`src/rtl/vram_pkg.sv`:
```
// vram_pkg: shared types for the VRAM arbiter slice.
// Pixel/address widths, FSM states and the registered VRAM command bundle.
package vram_pkg;

  localparam int PIX_W      = 24;
  localparam int ADDR_W     = 16;
  localparam int PIXELS_DEF = 64000;

  typedef logic [PIX_W-1:0]  pixel_t;
  typedef logic [ADDR_W-1:0] addr_t;

  typedef enum logic [2:0] {
    S_IDLE,
    S_VREAD,
    S_VCAP,
    S_CREAD,
    S_CCAP,
    S_CWRITE
  } state_t;

  typedef struct packed {
    logic   req;
    logic   rw;
    addr_t  addr;
    pixel_t wdata;
  } vram_cmd_t;

  function automatic addr_t scan_next(
    input addr_t a,
    input int    pixels
  );
    if (a == addr_t'(pixels - 1)) return '0;
    return a + addr_t'(1);
  endfunction

endpackage

```
`src/rtl/vram_prefetch_fifo.sv`:
```
// vram_prefetch_fifo: small synchronous FIFO with flush, feeding scanout.
// Pop on empty is ignored; flush wins over push and pop.
module vram_prefetch_fifo
  import vram_pkg::*;
#(
  parameter int DEPTH = 4
) (
  input  logic                   clk,
  input  logic                   rst,
  input  logic                   flush,
  input  logic                   push,
  input  pixel_t                 wdata,
  input  logic                   pop,
  output pixel_t                 rdata,
  output logic                   valid,
  output logic [$clog2(DEPTH):0] count
);

  localparam int AW = $clog2(DEPTH);
  localparam int CW = AW + 1;

  pixel_t        mem [DEPTH];
  logic [AW-1:0] head;
  logic [AW-1:0] tail;
  logic          full;
  logic          do_push;
  logic          do_pop;

  assign valid   = (count != '0);
  assign full    = (count == CW'(DEPTH));
  assign do_pop  = pop && valid;
  assign do_push = push && (!full || do_pop);

  always_ff @(posedge clk or posedge rst) begin
    if (rst) begin
      head  <= '0;
      tail  <= '0;
      count <= '0;
    end else if (flush) begin
      head  <= '0;
      tail  <= '0;
      count <= '0;
    end else begin
      if (do_push) tail <= tail + AW'(1);
      if (do_pop)  head <= head + AW'(1);
      unique case ({do_push, do_pop})
        2'b10:   count <= count + CW'(1);
        2'b01:   count <= count - CW'(1);
        default: ;
      endcase
    end
  end

  always_ff @(posedge clk) begin
    if (do_push && !flush) mem[tail] <= wdata;
  end

  assign rdata = valid ? mem[head] : '0;

endmodule

```
`src/rtl/vram_arbiter.sv`:
```
// vram_arbiter: shares one VRAM page between CPU and prefetched scanout.
// Define VRAM_ARB_STARVE_GUARD_EN to force a CPU slot after STARVE_LIMIT video grants.
module vram_arbiter
  import vram_pkg::*;
#(
  parameter int PIXELS     = PIXELS_DEF,
  parameter int FIFO_DEPTH = 4,
  parameter int LOW_WATER  = 1
`ifdef VRAM_ARB_STARVE_GUARD_EN
  ,
  parameter int STARVE_LIMIT = 8
`endif
) (
  input  logic        i_clock,
  input  logic        i_reset,
  input  logic        i_cpu_request,
  input  logic        i_cpu_rw,
  input  logic [15:0] i_cpu_address,
  input  logic [23:0] i_cpu_wdata,
  output logic [23:0] o_cpu_rdata,
  output logic        o_cpu_ready,
  input  logic        i_video_vsync,
  input  logic        i_video_pop,
  output logic [23:0] o_video_rdata,
  output logic        o_video_valid,
  output logic [15:0] o_vram_address,
  output logic        o_vram_request,
  output logic        o_vram_rw,
  output logic [23:0] o_vram_wdata,
  input  logic [23:0] i_vram_rdata
);

  localparam int CW = $clog2(FIFO_DEPTH) + 1;
  localparam logic [CW:0] LW = (CW+1)'(LOW_WATER);
  localparam logic [CW:0] FD = (CW+1)'(FIFO_DEPTH);
  localparam logic [ADDR_W:0] LIMIT = (ADDR_W+1)'(PIXELS);

  state_t        state;
  state_t        state_nx;
  vram_cmd_t     cmd;
  addr_t         scan;
  logic [CW-1:0] count;
  logic [CW:0]   occ;
  logic          inflight;
  logic          cpu_pend;
  logic          cpu_oor;
  logic          starve;
  logic          grant_v;
  logic          grant_c;
  logic          push;

  // The in-flight video read holds a FIFO slot so a push never overflows.
  assign inflight = (state == S_VREAD) || (state == S_VCAP);
  assign occ      = {1'b0, count} + {{CW{1'b0}}, inflight};
  assign cpu_pend = i_cpu_request && !o_cpu_ready;
  assign cpu_oor  = {1'b0, i_cpu_address} >= LIMIT;
  assign push     = (state == S_VCAP) && !i_video_vsync;

`ifdef VRAM_ARB_STARVE_GUARD_EN
  localparam int SW = $clog2(STARVE_LIMIT + 1);
  localparam logic [SW-1:0] SLIM = SW'(STARVE_LIMIT);

  logic [SW-1:0] starve_cnt;

  assign starve = cpu_pend && (starve_cnt >= SLIM);

  always_ff @(posedge i_clock or posedge i_reset) begin
    if (i_reset) begin
      starve_cnt <= '0;
    end else if (grant_c) begin
      starve_cnt <= '0;
    end else if (grant_v && cpu_pend && starve_cnt < SLIM) begin
      starve_cnt <= starve_cnt + SW'(1);
    end
  end
`else
  assign starve = 1'b0;
`endif

  // A vsync cycle never grants video: scan is being rewound on that edge.
  always_comb begin
    grant_v = 1'b0;
    grant_c = 1'b0;
    if (state == S_IDLE) begin
      if (starve) begin
        grant_c = 1'b1;
      end else if (occ <= LW) begin
        grant_v = !i_video_vsync;
      end else if (cpu_pend) begin
        grant_c = 1'b1;
      end else if (occ < FD) begin
        grant_v = !i_video_vsync;
      end
    end
  end

  always_comb begin
    state_nx = state;
    unique case (state)
      S_IDLE: begin
        if (grant_v) begin
          state_nx = S_VREAD;
        end else if (grant_c && !cpu_oor) begin
          state_nx = i_cpu_rw ? S_CWRITE : S_CREAD;
        end
      end
      S_VREAD:  state_nx = i_video_vsync ? S_IDLE : S_VCAP;
      S_VCAP:   state_nx = S_IDLE;
      S_CREAD:  state_nx = S_CCAP;
      S_CCAP:   state_nx = S_IDLE;
      S_CWRITE: state_nx = S_IDLE;
      default:  state_nx = S_IDLE;
    endcase
  end

  always_ff @(posedge i_clock or posedge i_reset) begin
    if (i_reset) begin
      state       <= S_IDLE;
      cmd         <= '0;
      scan        <= '0;
      o_cpu_ready <= 1'b0;
      o_cpu_rdata <= '0;
    end else begin
      state       <= state_nx;
      cmd.req     <= 1'b0;
      o_cpu_ready <= 1'b0;
      if (grant_v) begin
        cmd.req  <= 1'b1;
        cmd.rw   <= 1'b0;
        cmd.addr <= scan;
      end
      if (grant_c && !cpu_oor) begin
        cmd.req   <= 1'b1;
        cmd.rw    <= i_cpu_rw;
        cmd.addr  <= i_cpu_address;
        cmd.wdata <= i_cpu_wdata;
      end
      if (grant_c && cpu_oor) begin
        o_cpu_ready <= 1'b1;
        if (!i_cpu_rw) o_cpu_rdata <= '0;
      end
      if (state == S_CWRITE) o_cpu_ready <= 1'b1;
      if (state == S_CCAP) begin
        o_cpu_ready <= 1'b1;
        o_cpu_rdata <= i_vram_rdata;
      end
      if (i_video_vsync) begin
        scan <= '0;
      end else if (push) begin
        scan <= scan_next(scan, PIXELS);
      end
    end
  end

  assign o_vram_request = cmd.req;
  assign o_vram_rw      = cmd.rw;
  assign o_vram_address = cmd.addr;
  assign o_vram_wdata   = cmd.wdata;

  vram_prefetch_fifo #(
    .DEPTH (FIFO_DEPTH)
  ) u_fifo (
    .clk   (i_clock),
    .rst   (i_reset),
    .flush (i_video_vsync),
    .push  (push),
    .wdata (i_vram_rdata),
    .pop   (i_video_pop),
    .rdata (o_video_rdata),
    .valid (o_video_valid),
    .count (count)
  );

endmodule

```
`config.mk`:
```
export PLATFORM = sky130hd
export DESIGN_NAME = vram_arbiter
export DESIGN_NICKNAME = d
export VERILOG_FILES = /design/src/rtl/vram_pkg.sv /design/src/rtl/vram_prefetch_fifo.sv /design/src/rtl/vram_arbiter.sv
export SDC_FILE = /design/constraint.sdc
export NUM_CORES = 1
export LEC_CHECK = 0
export CORE_ASPECT_RATIO = 1.5
export CORE_MARGIN = 5
export CORE_UTILIZATION = 55
export DETAILED_ROUTE_END_ITERATION = 7
export PLACE_DENSITY_LB_ADDON = 0.1
export RECOVER_POWER = 100
export SYNTH_ARGS = -nofsm -noshare
export SYNTH_HDL_FRONTEND = slang
export SYNTH_SLANG_ARGS = --single-unit
export TNS_END_PERCENT = 20
```
`constraint.sdc`:
```
create_clock -name i_clock -period 9.02 [get_ports i_clock]
set_clock_uncertainty 0.05 [all_clocks]
set_input_delay 1.804 -clock i_clock [delete_from_list [all_inputs] [get_ports i_clock]]
set_output_delay 1.804 -clock i_clock [all_outputs]
set_load 0.1 [all_outputs]
```
Word-level counts from Yosys, hierarchy flattened
Memories as Yosys holds them, arrays and structs flattened.
Cells that the tools add are included.

word-level totals
  memory bits (writable) = 96
  memory bits (read-only) = 0
  register bits = 93
  memories = 1
  logic and storage cells = 90
  bits in latches = 0

operators by class
  $mul = 0
  muxes and demuxes = 36
  magnitude comparators = 3
  shifts and indexed selects = 0
  divide/modulo/power cells = 0
  $add $sub $neg = 6
  reduce and logical (&&, ||, !) cells = 22
  eq/ne operators = 11
  bitwise logic cells = 0

memory list
  name        words  width  read ports  clocked after Yosys merged registers in  wr ports  line                      RTL
  u_fifo.mem  4      24     1           0                                        1         vram_prefetch_fifo.sv:22  pixel_t mem [DEPTH];

operator list
  cell                                                                   count
  24-bit 2-to-1 mux                                                      4
  16-bit 2-to-1 mux                                                      4
  42-bit 2-to-1 mux                                                      1
  18-bit 2-to-1 mux                                                      1
  16-bit by 1-bit adder with 16-bit output, second input constant        1
  16-bit == test, second input constant                                  1
  16-bit >= comparator, second input constant                            1
  1-bit 2-to-1 mux                                                       15
  3-bit 2-to-1 mux                                                       4
  2-bit 2-to-1 mux                                                       5
  2-bit nonzero test                                                     5
  3-bit == test, second input constant                                   3
  3-bit case mux with 3 select lines                                     1
  1-bit logical AND                                                      7
  3-bit by 2-bit == test with 1-bit output, second input constant        2
  3-bit case mux with 2 select lines                                     1
  3-bit nonzero test                                                     2
  2-bit by 1-bit adder with 2-bit output, second input constant          2
  3-bit by 1-bit adder with 4-bit output                                 1
  4-bit by 1-bit <= comparator with 1-bit output, second input constant  1
  1-bit zero test                                                        4
  4-bit by 3-bit < comparator with 1-bit output, second input constant   1
  3-bit by 1-bit adder with 3-bit output, second input constant          1
  3-bit by 1-bit == test with 1-bit output, second input constant        1
  8 further kinds                                                        9

Logic depth before layout (Yosys ltp)
  depth after elaboration = 10
  mapped depth = 11

Hierarchy
A second synthesis with hierarchy kept.

unflattened totals
  cells, all modules = 628
  area total of the unflattened synthesis = 8623.3 um^2

modules (own cells, without submodules)
  module              sequential area each (um^2)  instances  area each (um^2)  cells an instance
  vram_arbiter        2152.1                       1          4386.7            412
  vram_prefetch_fifo  3057.9                       1          4236.6            216

Worst setup path after synthesis
No wires, ideal clock.

  path kind = register to output
  start = register u_fifo.count[2]
  end = output o_video_rdata[10]
  arrival = 2.645 ns
  cell stages (with the launch flop) = 6
  required time = 7.166 ns
  buffers on the path = 3
  setup slack = 4.521 ns
  cells stage by stage = dfrtp_1 -> buf_2 -> or3_1 -> clkbuf_1 -> clkbuf_1 -> and2_1

between the ends
  cells in the longest elaborated chain, start to end = 2

RTL lines
  item                    line                      RTL
  start, declared         vram_prefetch_fifo.sv:16  output logic [$clog2(DEPTH):0] count
  start signal, assigned  vram_prefetch_fifo.sv:47  2'b10: count <= count + CW'(1);
  start signal, assigned  vram_prefetch_fifo.sv:48  2'b01: count <= count - CW'(1);
  3-bit nonzero test      vram_prefetch_fifo.sv:29  assign valid = (count != '0);
  net o_video_valid       vram_arbiter.sv:25        output logic o_video_valid,
  24-bit 2-to-1 mux       vram_prefetch_fifo.sv:58  assign rdata = valid ? mem[head] : '0;
  end, declared           vram_arbiter.sv:24        output logic [23:0] o_video_rdata,

The timed path passes the listed nets, and every way through them passes these cells.

==> results_dict.tcl <==
set metrics [dict create \
    port_buffers 161 \
    cts_sinks 189 \
    comb_power_share 0.465 \
    grt_pass1_vias 5997 \
    place_congestion 0.873 \
    synth_area_per_cell_um2 13.9 \
    cts_max_level 4 \
    synth_edf_count 96 \
    status "complete, but fails checks" \
    worst_pin_slew_ps 2700 \
    hold_slack_ps 455 \
    routedWlPerCell_um 20.6 \
    reg2reg_slack_ps 4660 \
    reg2reg_depth 5 \
    rows 55 \
    nets 817 \
    busiest_layer "met2" \
    postRouteAntennaNets 0 \
    cp_cell_sequence "dlygate4sd3_1 > clkinvlp_2 > clkbuf_1" \
    p_int_mw 1.79 \
    area_growth_pct 27.4 \
    swShare 0.492 \
    grt_first_pass_wirelength_um 31800 \
    maxCapViolCount 5 \
    path_class "input pin to asynchronous set/reset pin" \
    setup_ws_ps 3170 \
    startpoint "i_reset" \
    fin_crit_sh 0.649 \
    p_clk_frac 0.210 \
    cts_setup_buffers 0 \
    wirelength_um 19600 \
    critPathSlowestCell "clkbuf_1" \
    fin_crit_ps 5850 \
    p_seq_frac 0.325 \
    num_io_pins 162 \
    setup_tns_ps 0 \
    hold_buffers 0 \
    final_cell_area_um2 10600 \
    ys_async_sr_fraction 0.492 \
    dpl.hpwl_um 13100 \
    grt_use_met2 0.419 \
    crit_fanout 48 \
    cts_buffer_depth 2 \
    arrival_ps 5540 \
    cts_root_buf "clkbuf_16" \
    die_area_um2 17700 \
    power_mw 3.53 \
    ys_ff_latch 189 \
    synth_nets 675 \
    cts_buffers 17 \
    path_buf_inv 3 \
    start_util 0.555 \
    endpoint_kind "asynchronous set/reset pin" \
    grtUsageMet1 0.251 \
    dr_total_vias 5599 \
    drc 0 \
    mostFrequentLayoutCell "dlygate4sd3_1" \
    grt_use_total 0.224 \
    insertion_delay_ps 420 \
    max_freq_mhz 171 \
    path_clk_slew_ps 70 \
    cp_num_cells 3 \
    vias_per_cell 5.88 \
    peakVddDrop_v 0.000192 \
    use_met3 0.0411 \
    power_density_nw_per_um2 333 \
    yosysWarnings 0 \
    dpl-instance-area_um2 10000 \
    r2r-start "state[1]" \
    post_cts_resized 0 \
    cp_slowest_stage_delay_ps 1990 \
    core_um2 15000 \
    rsz0062_at_grt "no" \
    switchingPower_mw 1.74 \
    dr.pass1.iters 5 \
    die_y_um 161 \
    critPathTopFamily "buffers and inverters" \
    layout-drive-gt1-share 0.126 \
    ys_seq_area_frac 0.626 \
    setup_viol 0 \
    gr-total-overflow 0 \
    p_leak_nw 4.12 \
    hold_violations 0 \
    syn_area_um2 8320 \
    worstSetupEndpoint "u_fifo.head[0]" \
    drv_slew 170 \
    reg2reg_to "o_vram_wdata[14]" \
    hp-class "flip-flop to flip-flop" \
    drtIter0Drc 334 \
    grt_max_degree 49 \
    startpoint_type "input pin" \
    syn_inst 597 \
    final_cell_mix "120 x dlygate4sd3_1, 96 x edfxtp_1, 92 x dfrtp_1, 43 x nor2_1, 41 x clkdlybuf4s50_1" \
    cts_tree "yes" \
    slew_headroom -0.799 \
    synth_cell_types 63 \
    synth_ff_type "edfxtp_1" \
    antenna_found_initial 1 \
    worstPathRequired_ps 8710 \
    die_x_um 110 \
    violations "capacitance limit, slew limit" \
    place_ws_ps 4240 \
]
-- metrics by stage --
| stage | utilization | std cells |
|---|---|---|
| floorplan | - | 597 |
| global placement | 0.669 | 919 |
| finish | 0.707 | 952 |
| detailed placement | 0.669 | 919 |
| global route | 0.707 | 952 |
| CTS | 0.709 | 951 |
-- worst reg2reg max path, stage by stage (launching register included) --
cell and delay (ps):
dfrtp_1 510, nor3_4 590, and2_0 900, o211a_1 740, clkbuf_1 990, mux2_2 450
-- sequential cells by signal, indices dropped and copies added (netlist names) --
| register | count |
|---|---|
| u_fifo.mem | 96 |
| o_cpu_ready | 1 |
| scan | 16 |
| o_vram_rw | 1 |
| o_vram_request | 1 |
| state | 3 |
| u_fifo.head | 2 |
| o_vram_address | 16 |
| o_vram_wdata | 24 |
| u_fifo.count | 3 |
| u_fifo.tail | 2 |
| o_cpu_rdata | 24 |
-- metal layers --
metal  part of all wire  vias up
li1                   -     2553
met1               0.36     2818
met2               0.57      181
met3              0.040       47
met4              0.029        0
met5                  0        -
-- worst min-delay path by stage --
stage | cells after the start | startpoint | end
2_1_floorplan | 1 | u_fifo.tail[0] | u_fifo.tail[0]
3_3_place_gp | 1 | o_vram_wdata[1] | o_vram_wdata[1]
3_5_place_dp | 1 | o_vram_wdata[17] | o_vram_wdata[17]
4_1_cts | 1 | o_vram_wdata[17] | o_vram_wdata[17]
5_1_grt | 1 | o_vram_wdata[12] | o_vram_wdata[12]
6_report | 1 | o_vram_wdata[17] | o_vram_wdata[17]
-- cell type report --
type	count	area, um2
fill	1092	4400
multi-input combinational	333	2770
inverter	28	106
tap	199	249
antenna	1	2.50
clock inverter	14	165
sequential	189	5210
timing repair buffer	170	1660
clock buffer	18	439
-- cells by family after synthesis --
group | after synthesis | synth area share
AOI/OAI and AO/OA | 84 | 0.0803
adders and majority gates | 8 | 0.0129
xor gates and xnor gates | 8 | 0.00842
buffers and inverters | 75 | 0.0401
muxes | 73 | 0.127
and+or+nand+nor | 160 | 0.105
DFF | 189 | 0.626
-- synthesized netlist by cell type (all sizes together) (4+ instances only) --
library cell | instances | area (um2)
a21oi | 6 | 30.0
a31oi | 6 | 37.5
and2 | 32 | 201
and4 | 4 | 36.3
buf | 25 | 146
clkbuf | 22 | 82.6
dfrtp | 93 | 2330
edfxtp | 96 | 2880
ha | 7 | 87.6
inv | 28 | 105
mux2 | 24 | 270
mux2i | 25 | 250
mux4 | 24 | 541
nand2 | 19 | 71.3
nand3 | 12 | 60.1
nand4 | 25 | 156
nor2 | 43 | 161
nor3 | 5 | 41.3
o2111ai | 19 | 166
o21ai | 8 | 40.0
o311ai | 16 | 140
xor2 | 5 | 43.8
-- power by group through the flow --
stage	registers (mW)	clock network (mW)	logic, mW
floorplan	1.95	0	0.514
global placement	1.16	0	1.68
detailed placement	1.17	0	1.70
CTS	1.16	0.751	1.71
global route	1.17	0.794	1.70
finish	1.15	0.740	1.64
Power figures use the tool's default switching activity.
